[src/rtl/fifo_burst_reader_if.sv]
// Read-side bundle for fifo_burst_reader: the dual-clock FIFO read port
// plus the valid/ready burst stream towards the host pipe-out logic.
//   fifo_rdreq   : read request to the FIFO
//   fifo_rdempty : FIFO empty flag
//   fifo_q       : FIFO read data, valid the cycle after an accepted read
//   fifo_clear   : FIFO clear
//   out_data     : burst word
//   out_valid    : out_data valid
//   out_ready    : consumer accepts when out_valid & out_ready
//   out_last     : final word of a burst, qualified by out_valid
// master = sequencer side, slave = FIFO/consumer side.
interface fifo_burst_reader_if #(
  parameter int DATA_WIDTH = 8
);
  logic                  fifo_rdreq;
  logic                  fifo_rdempty;
  logic [DATA_WIDTH-1:0] fifo_q;
  logic                  fifo_clear;
  logic [DATA_WIDTH-1:0] out_data;
  logic                  out_valid;
  logic                  out_ready;
  logic                  out_last;

  modport master (
    output fifo_rdreq, fifo_clear, out_data, out_valid, out_last,
    input  fifo_rdempty, fifo_q, out_ready
  );

  modport slave (
    input  fifo_rdreq, fifo_clear, out_data, out_valid, out_last,
    output fifo_rdempty, fifo_q, out_ready
  );
endinterface

[src/rtl/fifo_burst_reader.sv]
// Read-side sequencer for the dual-clock sample FIFO (read-clock domain).
// Pulls words from the FIFO into a 2-entry skid buffer that absorbs the
// FIFO's one-cycle read latency, and emits fixed BURST_LEN bursts on a
// valid/ready stream. A burst that starves for TIMEOUT cycles is completed
// with PAD_WORD; flush pulses fifo_clear for CLEAR_CYCLES cycles.
// Ports:
//   clk, reset  : read clock, synchronous active-high reset
//   start       : one-burst request (IDLE only)
//   flush       : FIFO clear request (IDLE only, wins over start)
//   bus         : FIFO read port and output stream (master modport)
//   busy        : not IDLE
//   burst_done  : one-cycle pulse after the last word is accepted
//   underrun    : sticky, set when a burst falls back to padding
module fifo_burst_reader #(
  parameter int                    DATA_WIDTH   = 8,
  parameter int                    BURST_LEN    = 16,
  parameter int                    CNT_WIDTH    = 5,
  parameter int                    TIMEOUT      = 64,
  parameter int                    TO_WIDTH     = 7,
  parameter logic [DATA_WIDTH-1:0] PAD_WORD     = '0,
  parameter int                    CLEAR_CYCLES = 4
) (
  input  logic                       clk,
  input  logic                       reset,
  input  logic                       start,
  input  logic                       flush,
  fifo_burst_reader_if.master        bus,
  output logic                       busy,
  output logic                       burst_done,
  output logic                       underrun
);

  localparam int CLR_WIDTH = (CLEAR_CYCLES > 1) ? $clog2(CLEAR_CYCLES) : 1;
  localparam logic [CNT_WIDTH-1:0] BURST_CNT = CNT_WIDTH'(BURST_LEN);
  localparam logic [CNT_WIDTH-1:0] LAST_IDX  = CNT_WIDTH'(BURST_LEN - 1);
  localparam logic [TO_WIDTH-1:0]  TO_LAST   = TO_WIDTH'(TIMEOUT - 1);
  localparam logic [CLR_WIDTH-1:0] CLR_LAST  = CLR_WIDTH'(CLEAR_CYCLES - 1);

  typedef enum logic [2:0] {
    S_IDLE,
    S_READ,
    S_PAD,
    S_DONE,
    S_FLUSH
  } state_t;

  state_t                state, state_nxt;
  logic [CNT_WIDTH-1:0]  issue_cnt, send_cnt;
  logic [TO_WIDTH-1:0]   stall_cnt;
  logic [CLR_WIDTH-1:0]  clr_cnt;
  logic                  inflight;
  logic [1:0]            buf_count;
  logic [DATA_WIDTH-1:0] buf0, buf1;
  logic                  underrun_q;

  logic head_valid, pop, pop_buf, rd_accept, stall_inc, room;

  // PAD shows a pad word only once the buffer and any in-flight word are gone.
  assign head_valid = ((state == S_READ) && (buf_count != 2'd0)) ||
                      ((state == S_PAD) && ((buf_count != 2'd0) || !inflight));
  assign pop        = head_valid && bus.out_ready;
  assign pop_buf    = pop && (buf_count != 2'd0);
  assign rd_accept  = bus.fifo_rdreq && !bus.fifo_rdempty;
  assign stall_inc  = (state == S_READ) && (issue_cnt < BURST_CNT) &&
                      bus.fifo_rdempty && !inflight;
  // Occupancy net of the word leaving this cycle, so a steady 1 word/cycle
  // is sustained while never holding more than two words.
  assign room       = ({1'b0, buf_count} + {2'b00, inflight}) <= (3'd1 + {2'b00, pop});

  assign bus.out_valid = head_valid;
  assign bus.out_data  = !head_valid             ? '0   :
                         (buf_count != 2'd0)     ? buf0 : PAD_WORD;
  assign bus.out_last  = head_valid && (send_cnt == LAST_IDX);
  assign underrun      = underrun_q;

  always_comb begin
    state_nxt      = state;
    bus.fifo_rdreq = 1'b0;
    bus.fifo_clear = 1'b0;
    burst_done     = 1'b0;
    busy           = (state != S_IDLE);
    case (state)
      S_IDLE: begin
        if (flush)      state_nxt = S_FLUSH;
        else if (start) state_nxt = S_READ;
      end
      S_READ: begin
        bus.fifo_rdreq = (issue_cnt < BURST_CNT) && room && !bus.fifo_rdempty;
        if (pop && (send_cnt == LAST_IDX))             state_nxt = S_DONE;
        else if (stall_inc && (stall_cnt == TO_LAST)) state_nxt = S_PAD;
      end
      S_PAD: begin
        if (pop && (send_cnt == LAST_IDX)) state_nxt = S_DONE;
      end
      S_DONE: begin
        burst_done = 1'b1;
        state_nxt  = S_IDLE;
      end
      S_FLUSH: begin
        bus.fifo_clear = 1'b1;
        if (clr_cnt == CLR_LAST) state_nxt = S_IDLE;
      end
      default: state_nxt = S_IDLE;
    endcase
  end

  always_ff @(posedge clk) begin
    if (reset) begin
      state      <= S_IDLE;
      issue_cnt  <= '0;
      send_cnt   <= '0;
      stall_cnt  <= '0;
      clr_cnt    <= '0;
      inflight   <= 1'b0;
      buf_count  <= 2'd0;
      buf0       <= '0;
      buf1       <= '0;
      underrun_q <= 1'b0;
    end else begin
      state    <= state_nxt;
      inflight <= rd_accept;

      if ((state == S_IDLE) && flush) begin
        buf_count <= 2'd0;
        inflight  <= 1'b0;
      end else begin
        case ({inflight, pop_buf})
          2'b10: begin
            if (buf_count == 2'd0) buf0 <= bus.fifo_q;
            else                   buf1 <= bus.fifo_q;
            buf_count <= buf_count + 2'd1;
          end
          2'b01: begin
            buf0      <= buf1;
            buf_count <= buf_count - 2'd1;
          end
          2'b11: begin
            if (buf_count == 2'd1) buf0 <= bus.fifo_q;
            else begin
              buf0 <= buf1;
              buf1 <= bus.fifo_q;
            end
          end
          default: ;
        endcase
      end

      if (state == S_IDLE) begin
        clr_cnt <= '0;
        if (start && !flush) begin
          issue_cnt  <= '0;
          send_cnt   <= '0;
          stall_cnt  <= '0;
          underrun_q <= 1'b0;
        end
      end
      if (state == S_FLUSH) clr_cnt <= clr_cnt + CLR_WIDTH'(1);

      if (rd_accept) issue_cnt <= issue_cnt + CNT_WIDTH'(1);
      if (pop)       send_cnt  <= send_cnt + CNT_WIDTH'(1);

      if (rd_accept)      stall_cnt <= '0;
      else if (stall_inc) stall_cnt <= stall_cnt + TO_WIDTH'(1);

      if ((state == S_READ) && (state_nxt == S_PAD)) underrun_q <= 1'b1;
    end
  end

endmodule
[src/flat_wrapper.sv]
// flat-port wrapper written by rule: the top's interface ports become plain ports
module fifo_burst_reader_flat 
#(
  parameter int                    DATA_WIDTH   = 8,
  parameter int                    BURST_LEN    = 16,
  parameter int                    CNT_WIDTH    = 5,
  parameter int                    TIMEOUT      = 64,
  parameter int                    TO_WIDTH     = 7,
  parameter logic [DATA_WIDTH-1:0] PAD_WORD     = '0,
  parameter int                    CLEAR_CYCLES = 4
)
  (clk, reset, start, flush, busy, burst_done, underrun, bus_fifo_rdreq, bus_fifo_clear, bus_out_data, bus_out_valid, bus_out_last, bus_fifo_rdempty, bus_fifo_q, bus_out_ready);
  fifo_burst_reader_if #(.DATA_WIDTH(DATA_WIDTH)) bus_i ();
  input  logic clk;
  input  logic reset;
  input  logic start;
  input  logic flush;
  output logic busy;
  output logic burst_done;
  output logic underrun;
  output wire logic [$bits(bus_i.fifo_rdreq)-1:0] bus_fifo_rdreq;
  output wire logic [$bits(bus_i.fifo_clear)-1:0] bus_fifo_clear;
  output wire logic [$bits(bus_i.out_data)-1:0] bus_out_data;
  output wire logic [$bits(bus_i.out_valid)-1:0] bus_out_valid;
  output wire logic [$bits(bus_i.out_last)-1:0] bus_out_last;
  input wire logic [$bits(bus_i.fifo_rdempty)-1:0] bus_fifo_rdempty;
  input wire logic [$bits(bus_i.fifo_q)-1:0] bus_fifo_q;
  input wire logic [$bits(bus_i.out_ready)-1:0] bus_out_ready;
  assign bus_fifo_rdreq = bus_i.fifo_rdreq;
  assign bus_fifo_clear = bus_i.fifo_clear;
  assign bus_out_data = bus_i.out_data;
  assign bus_out_valid = bus_i.out_valid;
  assign bus_out_last = bus_i.out_last;
  assign bus_i.fifo_rdempty = bus_fifo_rdempty;
  assign bus_i.fifo_q = bus_fifo_q;
  assign bus_i.out_ready = bus_out_ready;
  fifo_burst_reader #(.DATA_WIDTH(DATA_WIDTH), .BURST_LEN(BURST_LEN), .CNT_WIDTH(CNT_WIDTH), .TIMEOUT(TIMEOUT), .TO_WIDTH(TO_WIDTH), .PAD_WORD(PAD_WORD), .CLEAR_CYCLES(CLEAR_CYCLES)) u_core (.clk(clk), .reset(reset), .start(start), .flush(flush), .bus(bus_i), .busy(busy), .burst_done(burst_done), .underrun(underrun));
endmodule
[config.mk]
export PLATFORM = sky130hd
export DESIGN_NAME = fifo_burst_reader_flat
export DESIGN_NICKNAME = d
export VERILOG_FILES = /design/src/rtl/fifo_burst_reader_if.sv /design/src/rtl/fifo_burst_reader.sv /design/src/flat_wrapper.sv
export SDC_FILE = /design/constraint.sdc
export NUM_CORES = 1
export LEC_CHECK = 0
export CAP_MARGIN = 10
export CORE_ASPECT_RATIO = 1.1
export CORE_MARGIN = 2
export CORE_UTILIZATION = 54
export DETAILED_ROUTE_END_ITERATION = 7
export PLACE_DENSITY = 0.78
export SETUP_SLACK_MARGIN = 0.3
export SYNTH_ARGS = -nofsm -noshare
export SYNTH_HDL_FRONTEND = slang
export SYNTH_SLANG_ARGS = --single-unit
[constraint.sdc]
create_clock -name clk -period 7 [get_ports clk]
set_input_delay 2.1 -clock clk [delete_from_list [all_inputs] [get_ports clk]]
set_output_delay 2.1 -clock clk [all_outputs]
set_load 0.02 [all_outputs]
==> reports/metrics.yaml <==
cts.htree.levels: 2
cts_tree: "done"
cts-hold-fix-buffers: 0
post-route-drc-count: 0
critPathCaptureType: "output port"
routed_wl_um: 4950
number_of_iterations_in_the_first_detailed_routing_pass: 5
post-cts-setup-buffers: 0
area_taken_by_multi_input_logic_gates_mm2: 0.00128
drv.max_cap_violation_count: 0
netlist_instances: 250
post_route_cells_drive_above_1_share_pct: 8.10
cpPeakStageDelay_ns: 0.54
synth_nets: 276
hp-class: "reg -> reg"
dieArea_mm2: 0.00458
timing.final.hold_violations: 0
synth_most_common_cell: "sky130_fd_sc_hd__dfxtp_1"
finalCritPeriodShare_pct: 93.9
core_region_area_mm2: 0.00393
antenna_violations_before_repair: 0
period_minus_slack_ns: 6.58
main_combinational_cell_family_by_area_after_synthesis: "simple AND/OR/NAND/NOR gates"
routabilityCongestion: 0.788
num_antenna_cells: 0
ir_drop_mv: 0.114
slowest_cell_on_crit_path: "sky130_fd_sc_hd__fa_1"
post_dp_cell_area_mm2: 0.00255
post_synth_most_frequent_cells: "sky130_fd_sc_hd__dfxtp_1, sky130_fd_sc_hd__nor2_1, sky130_fd_sc_hd__a211oi_1"
timing.critical_path.from_type: "primary input"
f_max_mhz: 152
final_antenna_net_count: 0
yosys.area_share.simple_pct: 25.0
rsz_0062_raised_after_global_routing: "no"
layout_setup_ws_ns: 0.424
worst_path_most_repeated_cell: "sky130_fd_sc_hd__a22o_1"
cp_class: "in -> out"
post-layout-total-power_mw: 0.425
dpl.hpwl_um: 3460
worst_ep_arrival_time_ns: 4.48
rows: 24
worst_slew_pin_tran_ns: 1.13
worstReg2RegStart: "u_core.buf_count[0]"
synth-async-reset-ratio_pct: 0
yosys_reg_bits: 42
skew_ns: 0.00773
chipWidth_um: 64.7
dominantRegCellSynth: "sky130_fd_sc_hd__dfxtp_1"
cts_made_buffers: 5
number_of_top_level_design_ports: 29
syn_to_final_growth_pct: 21.3
synth.cell_area_mm2: 0.00219
grt_overflow: 0
final_nets: 311
fillerInstances: 350
clk_pin_slew_ns: 0.07
tritoncts_num_sinks: 42
dpl_worst_slack_ns: -0.231
holdCritStartpoint: "u_core.underrun"
grt_util_all_layers_pct: 22.7
chain_of_cells_forming_the_critical_path: "clkdlybuf4s50_1 -> nor3b_4 -> a22o_1 -> inv_1 -> fa_1 -> nor2b_4 -> o21ai_1 -> a22o_1 -> nor2_2 -> buf_4"
outcome: "completed"
synth-xor-area-share_pct: 1.60
cp_data_required_time_ns: 4.90
path_buf_inv: 3
clk-insertion-delay-late_ns: 0.30
netlist-cell-type-count: 38
pwr_density_cell_mw_per_mm2: 160
wl_per_cell_um: 14.7
syn_area_per_cell_um2: 8.75
via_count: 1992
synth-compound-area-share_pct: 19.7
cts_buffer_depth: 2
worst_path_max_fanout: 3
path_delay_family: "buffers and inverters"
grt_start_max_net_pins: 42
final_core_util_pct: 67.4
hold_slack_ns: 0.471
power.leakage_nw: 1.09
ys_seq_area_share_pct: 38.4
buffer_ports.inserted: 28
start_util_pct: 55.6
synthMuxAreaShare_pct: 4.12
report.final.setup_viol: 0
final_count_of_pins_violating_max_slew: 0
design_area_mm2: 0.00265
seq_area_um2: 841
synth_adder_area_share_pct: 7.21
cts.root.buffer_cell: "sky130_fd_sc_hd__clkbuf_8"
max-slew-margin-rel_pct: 24.6
height_of_the_die_um: 70.7
grt_pass1_wl_um: 8140
netlist_top_cells_area: "sky130_fd_sc_hd__dfxtp_1, sky130_fd_sc_hd__ha_1, sky130_fd_sc_hd__nor2_1"
post_drt_via_cell_ratio: 5.93
netlist.top_cell.by_area: "sky130_fd_sc_hd__dfxtp_1"
synth-warning-count: 0
synth-edff-count: 0
critPathLaunch: "bus_out_ready"
via_count_of_the_first_global_routing_pass: 1851
synthDominantCellAreaShare_pct: 38.4
detail_route.iter0.violations: 148
[worst reg2reg max path, stage by stage, from the launching register on]
cell and delay (ns):
sky130_fd_sc_hd__dfxtp_1 0.42, sky130_fd_sc_hd__inv_1 0.07, sky130_fd_sc_hd__ha_1 0.25, sky130_fd_sc_hd__nor3b_4 0.23
sky130_fd_sc_hd__a22o_1 0.18, sky130_fd_sc_hd__inv_1 0.08, sky130_fd_sc_hd__fa_1 0.54, sky130_fd_sc_hd__nor2b_4 0.16
sky130_fd_sc_hd__o21ai_1 0.09, sky130_fd_sc_hd__a22o_1 0.27, sky130_fd_sc_hd__buf_4 0.17, sky130_fd_sc_hd__or3_1 0.34
sky130_fd_sc_hd__a21oi_1 0.14
[kinds of logic (layout without fill, tap and decap cells)]
family          after synthesis  count (layout)
simple gates                102             102
buf+inv                      19              53
compound gates               62              62
fa+ha+maj                    12              12
xor+xnor                      4               4
flops                        42              42
mux                           9               9
[metal layers]
metal	vias to the layer above	wire, µm	global-route usage, %
met4	0	76	10.9
met5	-	0	0
met3	6	156	4.93
li1	983	-	-
met2	46	2510	38.5
met1	957	2200	27.4
[layout make-up]
| type | instances | share of cell area [%] |
|---|---|---|
| tap | 52 | 2.45 |
| inverter | 10 | 1.42 |
| sequential | 42 | 31.7 |
| multi-input combinational | 189 | 48.3 |
| timing repair buffer | 37 | 13.0 |
| clock buffer | 6 | 3.11 |
[registers in the layout (all words and copies together) (netlist names)]
| register | count |
|---|---|
| u_core.buf0 | 8 |
| u_core.buf1 | 8 |
| u_core.stall_cnt | 7 |
| u_core.issue_cnt | 5 |
| u_core.send_cnt | 5 |
| u_core.state | 3 |
| u_core.buf_count | 2 |
| u_core.clr_cnt | 2 |
| u_core.inflight | 1 |
| u_core.underrun | 1 |
[stage by stage]
stage / std cells / TNS, ns
detailed placement: 330 / -0.231
finish: 336 / 0
CTS: 336 / 0
global route: 336 / 0
floorplan: 250 / 0
global placement: 330 / -0.129
[cells in the final DEF, fill, tap and decap left out, types with 4 or more instances in the layout]
cell,instances
sky130_fd_sc_hd__dfxtp_1,42
sky130_fd_sc_hd__nor2_1,36
sky130_fd_sc_hd__clkdlybuf4s50_1,27
sky130_fd_sc_hd__a211oi_1,14
sky130_fd_sc_hd__a21oi_1,12
sky130_fd_sc_hd__and3_1,11
sky130_fd_sc_hd__a22oi_1,11
sky130_fd_sc_hd__ha_1,11
sky130_fd_sc_hd__inv_1,10
sky130_fd_sc_hd__buf_4,10
sky130_fd_sc_hd__mux2i_1,9
sky130_fd_sc_hd__nand3_1,9
sky130_fd_sc_hd__o21ai_0,7
sky130_fd_sc_hd__nor3_1,6
sky130_fd_sc_hd__nand2_1,6
sky130_fd_sc_hd__clkbuf_8,6
sky130_fd_sc_hd__nor2b_1,5
sky130_fd_sc_hd__nand3b_1,5
sky130_fd_sc_hd__o211ai_1,5
sky130_fd_sc_hd__xor2_1,4
sky130_fd_sc_hd__and2_1,4
sky130_fd_sc_hd__nand4_1,4
[power breakdown]
| group | switching, mW | internal [mW] |
|---|---|---|
| combinational | 0.0151 | 0.0144 |
| sequential | 0.00242 | 0.240 |
| clock | 0.0772 | 0.0760 |
| total | 0.0948 | 0.330 |
[final timing paths]
kind | slack [ns] | end | cells past startpoint
max | 0.42 | bus_fifo_rdreq | 10
min | 0.47 | u_core.underrun | 1
max reg2reg | 4.00 | u_core.issue_cnt[0] | 12
min reg2reg | 0.47 | u_core.underrun | 1
[what timing repair did]
action                                  CTS  global route
gates resized for setup                   6             5
endpoints found under the setup margin    1             1
pin swaps                                 0             0
Note: power is estimated with default switching activity, not from simulation.
